$ cat src/rtl/i2s_pkt_framer_pkg.sv
// Shared framer definitions: FSM states, header geometry, default magic, CRC polynomial
// and the tag byte layout that the upstream i2s_in tag generator also produces.
package i2s_pkt_framer_pkg;

  typedef enum logic [2:0] {
    StIdle,
    StHdr,
    StPayload,
    StCrc,
    StDrop
  } state_e;

  localparam int unsigned HdrLen       = 5;
  localparam logic [7:0]  DefaultMagic = 8'h5A;
  localparam logic [7:0]  CrcPoly      = 8'h07;

  // First byte of every input frame.
  typedef struct packed {
    logic [3:0] dst;
    logic [3:0] ch;
  } tag_t;

endpackage

$ cat src/rtl/crc8_07.sv
// Combinational CRC-8 step (poly 0x07, MSB first): next CRC from current CRC and one byte.
module crc8_07
  import i2s_pkt_framer_pkg::*;
(
  input  logic [7:0] crc_i,
  input  logic [7:0] data_i,
  output logic [7:0] crc_o
);

  logic [7:0] c;

  always_comb begin
    c = crc_i ^ data_i;
    for (int i = 0; i < 8; i++) begin
      c = c[7] ? ({c[6:0], 1'b0} ^ CrcPoly) : {c[6:0], 1'b0};
    end
    crc_o = c;
  end

endmodule

$ cat src/rtl/i2s_pkt_framer.sv
// I2S frame-to-packet framer: header, per-channel sequence number, length guard.
// Define I2S_PKT_FRAMER_CRC_EN to append a CRC-8 trailer byte to every packet.
module i2s_pkt_framer
  import i2s_pkt_framer_pkg::*;
#(
  parameter int unsigned CN          = 16,
  parameter int unsigned MAX_PAYLOAD = 64,
  parameter logic [7:0]  MAGIC       = DefaultMagic
) (
  input  logic        sys_clk,
  input  logic        rst,
  input  logic        s_axis_tvalid,
  input  logic [7:0]  s_axis_tdata,
  input  logic        s_axis_tlast,
  output logic        s_axis_tready,
  output logic        m_axis_tvalid,
  output logic [7:0]  m_axis_tdata,
  output logic        m_axis_tlast,
  output logic        m_axis_tuser,
  input  logic        m_axis_tready,
  input  logic        i_enable,
  output logic [31:0] o_frame_count,
  output logic [15:0] o_drop_count
);

  localparam int unsigned ChW   = (CN > 1) ? $clog2(CN) : 1;
  localparam logic [7:0]  MaxPl = 8'(MAX_PAYLOAD);

  state_e      state_q;
  tag_t        tag_q;
  logic [2:0]  hdr_idx_q;
  logic [7:0]  cnt_q;
  logic [15:0] seq_q [CN];
  logic [31:0] frame_cnt_q;
  logic [15:0] drop_cnt_q;
  logic        out_valid_q, out_last_q, out_user_q;
  logic [7:0]  out_data_q;

  logic           out_free, in_ready, in_fire, tag_ok;
  tag_t           tag_in;
  logic [ChW-1:0] ch_idx;
  logic [15:0]    seq_cur;
  logic [7:0]     hdr_byte, cnt_inc;

  assign out_free = !out_valid_q || m_axis_tready;
  assign tag_in   = tag_t'(s_axis_tdata);
  assign ch_idx   = tag_q.ch[ChW-1:0];
  assign seq_cur  = seq_q[ch_idx];
  assign cnt_inc  = cnt_q + 8'd1;

  always_comb begin
    in_ready = 1'b0;
    case (state_q)
      StIdle, StPayload: in_ready = out_free;
      StDrop:            in_ready = 1'b1;
      default:           in_ready = 1'b0;
    endcase
  end

  // Gated by rst so the port reads 0 while reset is held.
  assign s_axis_tready = in_ready && !rst;
  assign in_fire       = s_axis_tvalid && s_axis_tready;
  assign tag_ok        = (state_q == StIdle) && in_fire && !s_axis_tlast &&
                         (32'(tag_in.ch) < CN) && i_enable;

  always_comb begin
    case (hdr_idx_q)
      3'd1:    hdr_byte = {4'h0, tag_q.dst};
      3'd2:    hdr_byte = {4'h0, tag_q.ch};
      3'd3:    hdr_byte = seq_cur[15:8];
      default: hdr_byte = seq_cur[7:0];
    endcase
  end

`ifdef I2S_PKT_FRAMER_CRC_EN
  logic [7:0] crc_q, crc_src, crc_byte, crc_nxt;
  logic       crc_load, trunc_q;

  // MAGIC is folded in on tag acceptance, starting from the zero init value.
  always_comb begin
    crc_src  = (state_q == StIdle) ? 8'h00 : crc_q;
    crc_byte = (state_q == StIdle) ? MAGIC :
               (state_q == StHdr)  ? hdr_byte : s_axis_tdata;
  end

  assign crc_load = tag_ok || ((state_q == StHdr) && out_free) ||
                    ((state_q == StPayload) && in_fire);

  crc8_07 u_crc8 (
    .crc_i  (crc_src),
    .data_i (crc_byte),
    .crc_o  (crc_nxt)
  );

  always_ff @(posedge sys_clk) begin
    if (rst) begin
      crc_q <= '0;
    end else if (crc_load) begin
      crc_q <= crc_nxt;
    end
  end
`endif

  always_ff @(posedge sys_clk) begin
    if (rst) begin
      state_q     <= StIdle;
      tag_q       <= '0;
      hdr_idx_q   <= '0;
      cnt_q       <= '0;
      frame_cnt_q <= '0;
      drop_cnt_q  <= '0;
      out_valid_q <= 1'b0;
      out_data_q  <= '0;
      out_last_q  <= 1'b0;
      out_user_q  <= 1'b0;
      for (int i = 0; i < int'(CN); i++) begin
        seq_q[i] <= '0;
      end
`ifdef I2S_PKT_FRAMER_CRC_EN
      trunc_q     <= 1'b0;
`endif
    end else begin
      if (out_free) begin
        out_valid_q <= 1'b0;
      end
      case (state_q)
        StIdle: begin
          if (in_fire) begin
            tag_q <= tag_in;
            if (tag_ok) begin
              out_valid_q <= 1'b1;
              out_data_q  <= MAGIC;
              out_last_q  <= 1'b0;
              out_user_q  <= 1'b0;
              hdr_idx_q   <= 3'd1;
              state_q     <= StHdr;
            end else begin
              drop_cnt_q <= drop_cnt_q + 16'd1;
              state_q    <= s_axis_tlast ? StIdle : StDrop;
            end
          end
        end
        StHdr: begin
          if (out_free) begin
            out_valid_q <= 1'b1;
            out_data_q  <= hdr_byte;
            out_last_q  <= 1'b0;
            out_user_q  <= 1'b0;
            hdr_idx_q   <= hdr_idx_q + 3'd1;
            if (hdr_idx_q == 3'(HdrLen - 1)) begin
              cnt_q   <= '0;
              state_q <= StPayload;
            end
          end
        end
        StPayload: begin
          if (in_fire) begin
            out_valid_q <= 1'b1;
            out_data_q  <= s_axis_tdata;
            out_last_q  <= 1'b0;
            out_user_q  <= 1'b0;
            cnt_q       <= cnt_inc;
            if (s_axis_tlast || (cnt_inc == MaxPl)) begin
`ifdef I2S_PKT_FRAMER_CRC_EN
              trunc_q <= !s_axis_tlast;
              state_q <= StCrc;
`else
              out_last_q     <= 1'b1;
              out_user_q     <= !s_axis_tlast;
              seq_q[ch_idx]  <= seq_cur + 16'd1;
              if (s_axis_tlast) begin
                frame_cnt_q <= frame_cnt_q + 32'd1;
                state_q     <= StIdle;
              end else begin
                drop_cnt_q <= drop_cnt_q + 16'd1;
                state_q    <= StDrop;
              end
`endif
            end
          end
        end
`ifdef I2S_PKT_FRAMER_CRC_EN
        StCrc: begin
          if (out_free) begin
            out_valid_q   <= 1'b1;
            out_data_q    <= crc_q;
            out_last_q    <= 1'b1;
            out_user_q    <= trunc_q;
            seq_q[ch_idx] <= seq_cur + 16'd1;
            if (trunc_q) begin
              drop_cnt_q <= drop_cnt_q + 16'd1;
              state_q    <= StDrop;
            end else begin
              frame_cnt_q <= frame_cnt_q + 32'd1;
              state_q     <= StIdle;
            end
          end
        end
`endif
        StDrop: begin
          if (in_fire && s_axis_tlast) begin
            state_q <= StIdle;
          end
        end
        default: state_q <= StIdle;
      endcase
    end
  end

  assign m_axis_tvalid = out_valid_q;
  assign m_axis_tdata  = out_data_q;
  assign m_axis_tlast  = out_last_q;
  assign m_axis_tuser  = out_user_q;
  assign o_frame_count = frame_cnt_q;
  assign o_drop_count  = drop_cnt_q;

endmodule

$ cat config.mk
export PLATFORM = sky130hd
export DESIGN_NAME = i2s_pkt_framer
export DESIGN_NICKNAME = d
export VERILOG_FILES = /design/src/rtl/i2s_pkt_framer_pkg.sv /design/src/rtl/crc8_07.sv /design/src/rtl/i2s_pkt_framer.sv
export SDC_FILE = /design/constraint.sdc
export NUM_CORES = 1
export LEC_CHECK = 0
export CAP_MARGIN = 40
export CORE_MARGIN = 4
export CORE_UTILIZATION = 55
export CTS_BUF_LIST = sky130_fd_sc_hd__clkbuf_16
export DETAILED_ROUTE_END_ITERATION = 7
export PLACE_DENSITY = 0.77
export REMOVE_ABC_BUFFERS = 1
export SYNTH_ARGS = -nofsm -noshare
export SYNTH_HDL_FRONTEND = slang
export SYNTH_SLANG_ARGS = --single-unit
$ cat constraint.sdc
create_clock -name sys_clk -period 3.69 [get_ports sys_clk]
set_clock_uncertainty 0.1 [all_clocks]
set_input_delay 0.369 -clock sys_clk [delete_from_list [all_inputs] [get_ports sys_clk]]
set_output_delay 0.369 -clock sys_clk [all_outputs]
set_load 0.01 [all_outputs]
Word level (Yosys, flattened, before mapping)
Memory sizes are Yosys's and may differ from the RTL's. A register that Yosys moved wholly into a read port is not among the register bits. Cells that the tools add are included.

Memories: 1. Logic and storage cells: 115. Bits of input ports: 14. Bits in writable memories: 256. Bits in registers: 81.

Add/subtract/negate cells: 5. Reduce and logical (&&, ||, !) cells: 25. Mux-type cells: 56. Equal/unequal tests: 17.

Memory list: seq_q (words 16, width 16, read ports 1, clocked after Yosys merged registers in 1, wr ports 16, RTL line i2s_pkt_framer.sv:33) `logic [15:0] seq_q [CN];`.

Operators by type and width (count): $mux 16 (6); $mux 8 (7); $pmux 8 s3 (2); $mux 3 (11); $add 16x1->16 const B (2); $add 32x1->32 const B (1); $pmux 16 s2 (1); $mux 1 (19); $ne 2x2->1 const B (9); $pmux 8 s2 (1); $reduce_or 16->1 (1); $mux 4 (3); $pmux 3 s4 (1); $reduce_and 4->1 (3); $reduce_and 6->1 (2); $eq 3x2->1 const B (3); $pmux 1 s3 (3); $add 8x1->8 const B (1); $eq 8x7->1 const B (1); $eq 3x1->1 const B (2); $eq 3x3->1 const B (2); $logic_and 1x1->1 (6); $pmux 3 s2 (1); $reduce_bool 2->1 (3); other kinds (9) (12).

Logic depth before layout (Yosys ltp)
Word-level depth: 11. Depth in mapped cells: 16. Mapped depth without buffers: 9.

Worst setup path after synthesis
No wires, ideal clock.

Path kind: register -> register. Start: register with a tool-made name. End: memory seq_q[5][6] (data pin). Arrival: 3.531 ns. Required time: 3.324 ns. Cell stages (with the launch flop): 17. Buffers on the path: 7. Slack: -0.207 ns. Setup time: 0.266 ns. Clock period less this slack: 3.897 ns. Cells stage by stage: dfxtp_1 buf_6 buf_6 buf_6 buf_6 mux2i_1 a221oi_1 nor2_1 o21ai_2 clkbuf_1 buf_1 ha_1 inv_1 a211oi_1 xor2_1 clkbuf_1 nor2_1.

RTL lines (RTL line): end: declaration (i2s_pkt_framer.sv:33).

==> impl_metrics.toml <==
[drt]
firstDrtPassIters = 7
vias = 11369
remaining_drc_errors = 0
routed_wl_mm = 40.88
drt_iter0_markers = 1376
drt-vias-per-instance = 6.243
avgRoutedWirePerCell_um = 22.45
ant_nets = 0

[pwr]
p_per_area_nw_per_um2 = 509.3
ir_drop_mv = 0.3254
leakagePower_nw = 6.442
power_mw = 9.410

[worst_setup_path]
critPathKind = "reg -> reg"
crit_fanout = 16
cp-end-kind = "flop"
crit_arrival_ns = 3.70
start_kind = "flop"
r2r_slack_ns = 0.26
cp.required_ns = 3.96
r2r_end = "seq_q[2][14]"
r2r_cells = 8

[synthesis]
ys_seq_area_share_pct = 59.65
yosysTopAreaCellShare_pct = 48.84
synth_cell_types = 68
syn_avg_cell_area_um2 = 12.15
async_reset_ff_share_pct = 0
syn_inst = 1296
synthFlopType = "edfxtp_1"
post-synth-top-area-cell = "edfxtp_1"
ys_ff_latch = 341
yosysWarningCount = 0
netlist_area_um2 = 15740
synth_edf_count = 256
synthTopCellsByArea = "edfxtp_1 (49%), dfxtp_1 (11%), mux4_2 (6.4%), nor2_1 (6.1%), a21oi_1 (3.0%)"

[hold_path]
min_path_cells = 3
hold_end = "m_axis_tlast"
worstHoldStart = "rst"
hold_class = "in -> reg"

[final_layout]
areaGrowthSynthToFinish_pct = 17.39
n_antenna_cell = 0
fin_cells = 1821
fin_area_um2 = 18480
filler_cell_count = 2052
finalCoreUtilization_pct = 65.97
layout.nets = 1438
drive_gt1_share_pct = 16.49

[cts]
clk_pin_slew_worst_paths_ns = 0.06
clock_sinks = 341
cts.htree.levels = 2
root_buffer = "clkbuf_16"
numCtsBuffers = 37
cts_tree = "built"
clkLatencyLatePin_ns = 0.53
holdBufCountCts = 0
clk_path_buf_depth = 3

[sta]
tightest_slew_ns = 0.8092
rsz0062_at_grt = "no"
timing.final.crit_share_pct = 92.93
maxSlewViolCount = 0
max_slew_margin_pct = 45.99
whs_ns = 0.2499
min_period_ns = 3.429
fmax_mhz = 291.6
setup_viol = 0
timing_hold_violations_final = 0

[placed_design]
place_area_um2 = 17290
dp_cells = 1754
globalplace.congestion = 0.9242
port_buffers = 73
hpwl_mm = 26.76

[global_routing]
gr-usage-all-layers_pct = 25.93
grt_pass1_vias = 11056
grt_max_degree = 59
antenna_found_initial = 1
overflow = 0
grt_pass1_wl_mm = 62.68

[run]
maxCapViolCount = 0

[die]
io_pins = 74
core-area_um2 = 28010
initial_core_util_pct = 56.19
die_h_um = 177.2
rows = 61
die-width_um = 177.2
fp.dieArea_um2 = 31390

[outcome]
outcome = "complete, no violations"
==> what timing repair did <==
action	CTS	global route
resized for setup	0	2
buffers inserted	0	0
endpoints found under the setup margin	0	8
==> cell usage in the layout (no fill, tap or decap), types with 13 or more instances in the layout <==
cell type / count
xnor2_1: 20
a22oi_1: 14
dfxtp_1: 82
xor2_1: 16
nor3_1: 17
a221oi_1: 13
clkdlybuf4s50_1: 72
buf_4: 92
nand3_1: 34
o21ai_0: 33
a21oi_2: 20
nand4_1: 16
mux2i_1: 25
nand2_1: 86
a21oi_1: 93
or3_1: 21
inv_1: 29
nor2_1: 256
edfxtp_1: 256
clkbuf_16: 38
mux4_1: 17
mux4_2: 45
==> worst max path at each step <==
stage | startpoint | to | slack, ns
floorplan | flop | seq_q[0][14] | -1.92
global placement | flop | seq_q[4][15] | 0.30
detailed placement | flop | seq_q[1][14] | 0.20
CTS | flop | seq_q[1][14] | 0.16
global route | flop | seq_q[0][13] | 0.16
finish | flop | seq_q[2][14] | 0.26
==> flip-flops by register name, indices dropped and copies added, names as in the netlist, named ones only <==
register       flops
m_axis_tvalid      1
m_axis_tdata       8
cnt_q              8
hdr_idx_q          3
seq_q            256
ch_idx             4
m_axis_tuser       1
m_axis_tlast       1
o_drop_count      16
tag_q              4
o_frame_count     32
state_q            3
==> cells by family after synthesis <==
| logic type | synth area share, % |
|---|---|
| buf+inv | 3.275 |
| simple gates | 14.13 |
| fa+ha+maj | 0.7154 |
| compound gates | 9.189 |
| mux | 11.03 |
| flops | 59.65 |
| xor+xnor | 2.003 |
==> where the power goes <==
part | switching (mW) | leakage (nW) | internal (mW) | total, mW
registers | 0.0972 | 3.33 | 4.26 | 4.36
clock network | 1.48 | 0.625 | 2.09 | 3.57
logic | 0.920 | 2.49 | 0.562 | 1.48
==> stage by stage <==
| stage | setup slack (ns) | setup TNS, ns |
|---|---|---|
| 2_1_floorplan | -1.924 | -372.57 |
| 3_3_place_gp | 0.2978 | 0 |
| 6_report | 0.2610 | 0 |
| 3_5_place_dp | 0.2007 | 0 |
| 5_1_grt | 0.1645 | 0 |
| 4_1_cts | 0.1619 | 0 |
==> worst max-delay path, stage by stage (launching register included) <==
cell and delay, ns:
dfxtp_2 0.49, mux4_2 0.25, mux2i_1 0.16, or4b_4 0.60
a211oi_4 0.43, nand3_2 0.24, or4_1 0.56, buf_4 0.24
a21oi_1 0.18
==> cell usage after synthesis (all sizes together), types with 16 or more instances <==
| cell type | count |
|---|---|
| nand3 | 36 |
| clkbuf | 62 |
| o21ai | 37 |
| edfxtp | 256 |
| mux4 | 62 |
| xnor2 | 20 |
| buf | 28 |
| nand2 | 86 |
| dfxtp | 85 |
| nand4 | 16 |
| nor2 | 256 |
| a21oi | 113 |
| mux2i | 25 |
| xor2 | 16 |
| or3 | 21 |
| inv | 17 |
| nor3 | 17 |
==> cell type report <==
cell class | count | area (um^2) | share of cell area, %
Sequential cell | 341 | 9395 | 50.85
Multi-Input combinational cell | 848 | 5849 | 31.66
Clock inverter | 29 | 229.0 | 1.239
Tap cell | 378 | 473.0 | 2.560
Inverter | 17 | 63.81 | 0.3453
Timing Repair Buffer | 170 | 1516 | 8.207
Clock buffer | 38 | 950.9 | 5.146
==> routing by layer <==
layer / up-vias / global-route usage, % / wire length [um]
met4: 2 / 6.802 / 984
met3: 96 / 6.409 / 4412
met1: 5565 / 35.25 / 16180
met2: 656 / 42.34 / 19300
li1: 5050 / - / -
met5: - / 0 / 12
(Power assumes the default switching activity.)
